$ cat config.mk
export PLATFORM = sky130hd
export DESIGN_NAME = prog_clk_div_flat
export DESIGN_NICKNAME = d
export VERILOG_FILES = /design/src/rtl/prog_clk_div_pkg.sv /design/src/rtl/prog_clk_div_if.sv /design/src/rtl/prog_clk_div_channel.sv /design/src/rtl/prog_clk_div.sv /design/src/flat_wrapper.sv
export SDC_FILE = /design/constraint.sdc
export NUM_CORES = 1
export LEC_CHECK = 0
export CELL_PAD_IN_SITES_DETAIL_PLACEMENT = 0
export CELL_PAD_IN_SITES_GLOBAL_PLACEMENT = 1
export CORE_ASPECT_RATIO = 0.8
export CORE_MARGIN = 3
export CORE_UTILIZATION = 48
export DETAILED_ROUTE_END_ITERATION = 12
export PLACE_DENSITY_LB_ADDON = 0.1
export SYNTH_ARGS = -nofsm -noshare
export SYNTH_HDL_FRONTEND = slang
export SYNTH_SLANG_ARGS = --single-unit
$ cat constraint.sdc
create_clock -name clock -period 7.4 [get_ports clock]
set_clock_uncertainty 0.2 [all_clocks]
set_input_delay 1.48 -clock clock [delete_from_list [all_inputs] [get_ports clock]]
set_output_delay 1.48 -clock clock [all_outputs]
set_load 0.01 [all_outputs]
$ cat src/rtl/prog_clk_div_pkg.sv
// Shared constants and helpers for the multi-channel programmable clock divider.
package prog_clk_div_pkg;

    localparam int unsigned DEF_DIV = 1000;

    // A divisor of 0 has no meaningful period, so it is treated as divide-by-1.
    function automatic logic [31:0] clamp_div(input logic [31:0] d);
        return (d == 32'd0) ? 32'd1 : d;
    endfunction

    function automatic int unsigned slice_lo(input int unsigned ch, input int unsigned w);
        return ch * w;
    endfunction

endpackage

$ cat src/rtl/prog_clk_div_if.sv
// Divisor configuration port: valid/ready request plus an error pulse for bad channel indices.
interface prog_clk_div_if #(
    parameter int CH_W  = 2,
    parameter int WIDTH = 16
);
    logic             cfg_valid;
    logic [CH_W-1:0]  cfg_ch;
    logic [WIDTH-1:0] cfg_div;
    logic             cfg_ready;
    logic             cfg_err;

    modport master (
        output cfg_valid, cfg_ch, cfg_div,
        input  cfg_ready, cfg_err
    );

    modport slave (
        input  cfg_valid, cfg_ch, cfg_div,
        output cfg_ready, cfg_err
    );
endinterface

$ cat src/rtl/prog_clk_div_channel.sv
// One divider channel: up-counter with wrap compare, shadowed divisor applied at the period boundary.
module div_channel
    import prog_clk_div_pkg::*;
#(
    parameter int          WIDTH       = 16,
    parameter int unsigned DIV_DEFAULT = DEF_DIV
) (
    input  logic             clock,
    input  logic             reset,
    input  logic             en,
    input  logic             sync,
    input  logic             wr,
    input  logic [WIDTH-1:0] wr_div,
    output logic             clk_out,
    output logic             tick,
    output logic             pending,
    output logic [WIDTH-1:0] div_cur
);
    localparam logic [WIDTH-1:0] ONE = WIDTH'(1);

    logic [WIDTH-1:0] cnt;
    logic [WIDTH-1:0] shadow;
    logic             wrap;

    // div_cur is never 0, so div_cur-1 cannot underflow and cnt+1 never passes div_cur-1.
    assign wrap = (cnt == div_cur - ONE);

    always_ff @(posedge clock) begin
        if (reset) begin
            cnt     <= '0;
            div_cur <= WIDTH'(DIV_DEFAULT);
            shadow  <= WIDTH'(DIV_DEFAULT);
            pending <= 1'b0;
            clk_out <= 1'b0;
            tick    <= 1'b0;
        end else begin
            if (sync) begin
                cnt     <= '0;
                clk_out <= 1'b0;
                tick    <= 1'b0;
                if (pending) begin
                    div_cur <= shadow;
                    pending <= 1'b0;
                end
            end else if (en) begin
                tick    <= wrap;
                clk_out <= (cnt >= (div_cur >> 1));
                if (wrap) begin
                    cnt <= '0;
                    if (pending) begin
                        div_cur <= shadow;
                        pending <= 1'b0;
                    end
                end else begin
                    cnt <= cnt + ONE;
                end
            end else begin
                tick <= 1'b0;
                if (pending) begin
                    div_cur <= shadow;
                    pending <= 1'b0;
                    cnt     <= '0;
                end
            end
            // A capture on a wrap edge lands after the apply above, so it waits for the next wrap.
            if (wr) begin
                shadow  <= wr_div;
                pending <= 1'b1;
            end
        end
    end
endmodule

$ cat src/rtl/prog_clk_div.sv
// Multi-channel runtime-programmable clock divider: config decode, ready mux and error pulse.
module prog_clk_div
    import prog_clk_div_pkg::*;
#(
    parameter int          WIDTH       = 16,
    parameter int          NUM_CH      = 4,
    parameter int          CH_W        = 2,
    parameter int unsigned DIV_DEFAULT = DEF_DIV
) (
    input  logic                    clock,
    input  logic                    reset,
    input  logic [NUM_CH-1:0]       en,
    input  logic                    sync_all,
    prog_clk_div_if.slave           cfg,
    output logic [NUM_CH-1:0]       clk_out,
    output logic [NUM_CH-1:0]       tick,
    output logic [NUM_CH*WIDTH-1:0] div_cur
);
    localparam int PAD_CH = 2**CH_W;

    logic [NUM_CH-1:0] pending;
    logic [PAD_CH-1:0] pending_pad;
    logic              ch_valid;
    logic [WIDTH-1:0]  div_clamped;

    // Out-of-range channels never stall; they are accepted and reported via cfg_err.
    assign ch_valid      = (int'(cfg.cfg_ch) < NUM_CH);
    assign pending_pad   = PAD_CH'(pending);
    assign cfg.cfg_ready = ch_valid ? ~pending_pad[cfg.cfg_ch] : 1'b1;
    assign div_clamped   = WIDTH'(clamp_div(32'(cfg.cfg_div)));

    always_ff @(posedge clock) begin
        if (reset) begin
            cfg.cfg_err <= 1'b0;
        end else begin
            cfg.cfg_err <= cfg.cfg_valid && !ch_valid;
        end
    end

    for (genvar i = 0; i < NUM_CH; i++) begin : g_ch
        logic wr;
        assign wr = cfg.cfg_valid && cfg.cfg_ready && (cfg.cfg_ch == CH_W'(i));

        div_channel #(
            .WIDTH       (WIDTH),
            .DIV_DEFAULT (DIV_DEFAULT)
        ) u_ch (
            .clock   (clock),
            .reset   (reset),
            .en      (en[i]),
            .sync    (sync_all),
            .wr      (wr),
            .wr_div  (div_clamped),
            .clk_out (clk_out[i]),
            .tick    (tick[i]),
            .pending (pending[i]),
            .div_cur (div_cur[slice_lo(i, WIDTH) +: WIDTH])
        );
    end
endmodule
$ cat src/flat_wrapper.sv
// flat-port wrapper written by rule: the top's interface ports become plain ports
module prog_clk_div_flat import prog_clk_div_pkg::*;
#(
    parameter int          WIDTH       = 16,
    parameter int          NUM_CH      = 4,
    parameter int          CH_W        = 2,
    parameter int unsigned DIV_DEFAULT = DEF_DIV
)
  (clock, reset, en, sync_all, clk_out, tick, div_cur, cfg_cfg_valid, cfg_cfg_ch, cfg_cfg_div, cfg_cfg_ready, cfg_cfg_err);
  prog_clk_div_if #(.CH_W(CH_W), .WIDTH(WIDTH)) cfg_i ();
  input  logic clock;
  input  logic reset;
  input  logic [NUM_CH-1:0] en;
  input  logic sync_all;
  output logic [NUM_CH-1:0] clk_out;
  output logic [NUM_CH-1:0] tick;
  output logic [NUM_CH*WIDTH-1:0] div_cur;
  input wire logic [$bits(cfg_i.cfg_valid)-1:0] cfg_cfg_valid;
  input wire logic [$bits(cfg_i.cfg_ch)-1:0] cfg_cfg_ch;
  input wire logic [$bits(cfg_i.cfg_div)-1:0] cfg_cfg_div;
  output wire logic [$bits(cfg_i.cfg_ready)-1:0] cfg_cfg_ready;
  output wire logic [$bits(cfg_i.cfg_err)-1:0] cfg_cfg_err;
  assign cfg_i.cfg_valid = cfg_cfg_valid;
  assign cfg_i.cfg_ch = cfg_cfg_ch;
  assign cfg_i.cfg_div = cfg_cfg_div;
  assign cfg_cfg_ready = cfg_i.cfg_ready;
  assign cfg_cfg_err = cfg_i.cfg_err;
  prog_clk_div #(.WIDTH(WIDTH), .NUM_CH(NUM_CH), .CH_W(CH_W), .DIV_DEFAULT(DIV_DEFAULT)) u_core (.clock(clock), .reset(reset), .en(en), .sync_all(sync_all), .cfg(cfg_i), .clk_out(clk_out), .tick(tick), .div_cur(div_cur));
endmodule
### Word-level counts from Yosys, hierarchy flattened

Cells that the tools add are included.

* bits in registers: 204
* latch bits: 0
* bits in writable memories: 0
* memory bits (read-only): 0
* bits of input ports: 26
* output and inout port bits: 74
* word-level logic and storage cells: 120
* memories kept: 0

* add/sub/neg operators: 8
* $mul: 0
* divide/modulo/power cells: 0
* $lt $le $gt $ge: 5
* equality and inequality tests: 15
* shifts and indexed selects: 0
* multiplexer cells: 47
* bitwise logic cells: 5
* reductions and logical operators: 16

Operators with widths (count)
* $mux 16: 29
* $add 16x1->16 const B: 4
* $eq 16x16->1: 4
* $ge 16x15->1: 4
* $sub 16x1->16 const B: 4
* $mux 1: 17
* $logic_not 16->1: 1
* $ne 4x1->1 const B: 4
* $ne 3x1->1 const B: 4
* $reduce_or 3->1: 4
* $reduce_bool 2->1: 4
* $logic_and 1x1->1: 5
* $not 1->1: 5
* $eq 2x2->1 const B: 2
* $lt 2x3->1 const B: 1
* $bmux 1 s2: 1
* $eq 2x1->1 const B: 1
* $logic_not 2->1: 1
* $reduce_or 2->1: 1

### Logic depth before layout (Yosys ltp)

* word-level depth: 6
* gate-level depth with buffers: 12

### Modules after synthesis

A second synthesis with hierarchy kept.

* cells, all modules: 1485
* area, all modules: 12271.8 µm²

By module, submodules not included
* div_channel: instances 4, cells each 364, area an instance 3026.7 µm², sequential area each 1021.0 µm²
* prog_clk_div: instances 1, cells each 29, area an instance 165.2 µm², sequential area each 0.0 µm²

### Worst setup path after synthesis

No wires, ideal clock.

* path type: input -> output
* from: input cfg_cfg_ch[1]
* to: output cfg_cfg_ready
* arrival: 1.894 ns
* setup slack: 3.826 ns
* stages: 3
* buffers on the path: 0
* cell sequence: nor2b_1 -> o21ai_0 -> o21ai_0

* word-level cells in the longest chain between the ends: 3

Ends and longest elaborated chain
* from (decl): RTL line flat_wrapper.sv:19 `input wire logic [$bits(cfg_i.cfg_ch)-1:0] cfg_cfg_ch;`
* $bmux 1 s2: RTL line prog_clk_div.sv:29 `assign cfg.cfg_ready = ch_valid ? ~pending_pad[cfg.cfg_ch] : 1'b1;`
* $mux 1 (implied by the code): RTL line prog_clk_div.sv:29
* $not 1->1: RTL line prog_clk_div.sv:29
* to (decl): RTL line flat_wrapper.sv:21 `output wire logic [$bits(cfg_i.cfg_ready)-1:0] cfg_cfg_ready;`

Every way passes these cells. The select of a mux whose other input is x is not followed.

### Worst setup path in the final report

Same ends and word-level chain as after synthesis.

==> metrics.md <==
| Metric | Value |
|---|---|
| FP Rows | `50` |
| Worst EP arrival | `3.17 ns` |
| Crit path launch type | `primary input` |
| Worst Tran Pin Value | `1.23 ns` |
| Outcome | `completed` |
| Part of the cycle the worst path needs | `65.6%` |
| Top Ports | `100` |
| Fmax | `0.206 GHz` |
| WL per Instance | `17.5 microns` |
| First-pass GRT wire length | `52900 microns` |
| Post-Synthesis Cells | `1450` |
| Most used DFF post-synth | `dfxtp_1` |
| Setup tns final | `0 ns` |
| Max Slew Vio Count | `0` |
| Worst min path class | `reg -> reg` |
| Post-synth EDFFs | `0` |
| Layout cells sized above 1 | `4.92%` |
| Largest net degree at the start of global routing | `57` |
| CP startpoint | `cfg_cfg_ch[1]` |
| R2R Setup Slk | `3.80 ns` |
| Cell Area, Synth | `11800 sq um` |
| Pwr/cell area | `183 nW/um^2` |
| Initial Util | `49.6%` |
| M1 GR Usage | `35.9%` |
| Synthesized Nets | `1544` |
| FF-to-FF path depth | `10` |
| Count of cell types in the netlist | `81` |
| Required @ worst endpoint | `5.72 ns` |
| Yosys top cell area share | `34.7%` |
| Cts hold-fix bufs | `0` |
| # nets final | `1602` |
| Post-synth ARST share | `0%` |
| Number of antenna diodes | `0` |
| YS warnings | `0` |
| Area contributors post-synth | `dfxtp_1 (35%), ha_1 (7.2%), nand2_1 (6.1%), xnor2_1 (4.0%), nand3_1 (3.7%)` |
| Vias per std cell | `5.78` |
| # clock sinks | `204` |
| Commonest non-fill, non-tap cell in the layout | `dfxtp_1` |
| Iteration count of the initial detailed-routing pass | `5` |
| Met3 Resource Use GR | `4.63%` |
| Worst-path fanout max | `8` |
| Post-DP HPWL | `23400 microns` |
| Most frequent cells in the layout | `dfxtp_1 (204), nand2_1 (190), clkdlybuf4s50_1 (97), nor2_1 (93), nand3_1 (87)` |
| Worst vdd ir | `0.000160 V` |
| Initial antenna violation count | `0` |
| Core Region | `23800 sq um` |
| RR Startpoint | `u_core.g_ch[1].u_ch.div_cur[0]` |
| CTS tree | `done` |
| Maxcap violations | `0` |
| Drt initial violations | `773` |
| RSZ-0062 raised after global routing | `no` |
| Via Count | `10600` |
| Synth Register Bits | `204` |
| Die span in y | `146 microns` |
| Slew headroom | `17.5%` |
| Port Buffer Count | `98` |
| CTS buffer count | `22` |
| Root buffer cell | `clkbuf_16` |
| Post-CTS Setup Bufs | `0` |
| Final Hold Viols | `0` |
| Die Wd | `181 microns` |
| Layout area overhead | `16.1%` |
| Number of global-route vias before repair | `10100` |
| Clock buffer depth | `3` |
| Worst-path clk slew | `0.06 ns` |
| CTS resizes | `0` |
| End-of-flow core utilization | `57.5%` |
| Fill cell count | `2205` |
| Critical Path Sink | `cfg_cfg_ready` |
| Crit path capture type | `output pin` |
| Worst skew pair latency | `0.51 ns` |
| Met2 Usage GRT | `34.7%` |
| Total GRT Usage | `23.6%` |
| DRC | `0` |
| Die area | `26500 sq um` |
| WL final | `32100 microns` |
| Global routing's busiest layer | `met1` |
| Post-synth top area cell | `dfxtp_1` |
| Final setup viols | `0` |
| GP Congestion | `0.887` |
| Grt total ovfl | `0` |
| Avg Inst Size Synth | `8.13 sq um` |
| H-tree levels | `1` |
| Sequential area share after synthesis | `34.7%` |
| Antenna violation net count after detailed routing | `0` |
| Tmin final | `4.85 ns` |
| Critical path type | `in -> out` |
| Worst r2r dst | `u_core.g_ch[1].u_ch.div_cur[8]` |
| Leakage | `0.00582 uW` |
[per-stage QoR]
| stage | setup slack, ns | area [sq um] | hold slack [ns] | cells | total power [uW] |
|---|---|---|---|---|---|
| 2_1_floorplan | 3.83 | 11800 | 0.236 | 1450 | 1250 |
| 3_3_place_gp | 2.62 | 12900 | 0.242 | 1796 | 1310 |
| 3_5_place_dp | 2.59 | 12900 | 0.246 | 1796 | 1310 |
| 4_1_cts | 2.59 | 13700 | 0.255 | 1836 | 2530 |
| 5_1_grt | 2.52 | 13700 | 0.275 | 1836 | 2590 |
| 6_report | 2.55 | 13700 | 0.255 | 1836 | 2510 |
[Yosys cell counts, types with 3 or more instances]
cell type and instances:
dfxtp_1 204, nand2_1 190, nor2_1 93, nand3_1 87, inv_1 84, a21oi_1 73
ha_1 68, xnor2_1 54, a21o_1 53, o21ai_0 50, clkbuf_1 46, nor3_1 42
a31oi_1 40, xor2_1 37, mux2i_1 36, and3_1 35, nand4_1 22, nor4_1 19
nor3b_1 17, o21ai_1 14, or3_1 11, a2111oi_0 10, buf_4 10, nand2b_1 10
buf_2 9, a211oi_1 8, o21a_1 8, o31ai_1 6, a32o_1 5, a41oi_1 5
nand4b_1 5, o211ai_1 5, o22ai_1 5, or2_2 5, or4_1 5, a2bb2oi_1 4
and2_1 4, buf_6 4, nor4_2 4, o2bb2ai_1 4, a211o_1 3, and4_1 3
nand3b_1 3, nor2b_1 3
[critical path, cell delays in order]
cell             delay [ns]
clkdlybuf4s50_1        0.65
nor2b_1                0.27
o21ai_0                0.11
o21ai_0                0.09
clkdlybuf4s50_1        0.57
[power by group]
group	internal, uW	total, uW	switching (uW)
registers	1120	1140	19.2
logic	53.8	150	95.8
clock network	761	1220	462
[worst min-delay path by stage]
stage                                         startpoint                             end  slack [ns]  depth (start not counted)
after CTS                  u_core.g_ch[1].u_ch.shadow[1]   u_core.g_ch[1].u_ch.shadow[1]        0.26                          2
final                      u_core.g_ch[2].u_ch.shadow[2]   u_core.g_ch[2].u_ch.shadow[2]        0.26                          2
after detailed placement   u_core.g_ch[1].u_ch.shadow[1]   u_core.g_ch[1].u_ch.shadow[1]        0.25                          2
after floorplan           u_core.g_ch[1].u_ch.shadow[10]  u_core.g_ch[1].u_ch.shadow[10]        0.24                          2
after global placement     u_core.g_ch[3].u_ch.shadow[1]   u_core.g_ch[3].u_ch.shadow[1]        0.24                          2
after global routing       u_core.g_ch[0].u_ch.shadow[1]   u_core.g_ch[0].u_ch.shadow[1]        0.27                          2
[per-layer routing]
metal  routed length [microns]  vias up  share of wire, %
met5                         0        -                 0
met4                       531        0               1.7
met3                      1890       32               5.9
met2                     13400      212                42
met1                     16300     5070                51
li1                          -     5301                 -
[registers in the layout (all words and copies together) (netlist names)]
register	count
u_core.g_ch.u_ch.pending	4
u_core.g_ch.u_ch.div_cur	64
u_core.g_ch.u_ch.cnt	64
u_core.g_ch.u_ch.shadow	64
u_core.g_ch.u_ch.tick	4
u_core.g_ch.u_ch.clk_out	4
[logic make-up after synthesis]
| group | count (synthesis) | share of synthesized area [%] |
|---|---|---|
| other cells | 1 | 0.0318 |
| compound gates | 327 | 18.7 |
| flops | 204 | 34.7 |
| xor+xnor | 91 | 6.76 |
| mux | 36 | 3.06 |
| simple gates | 569 | 23.9 |
| buf+inv | 154 | 5.67 |
| fa+ha+maj | 68 | 7.22 |
[cell type report]
cell class	count	area (sq um)	share of cell area, %
repair buffers	104	1020	7.48
clock buffers	32	699	5.11
multi-input cells	1092	7040	51.5
inverters	84	315	2.30
flip-flops and latches	204	4080	29.9
clock inverters	8	125	0.915
well taps	312	390	2.85
No activity file was read; power rests on OpenSTA's default activity.
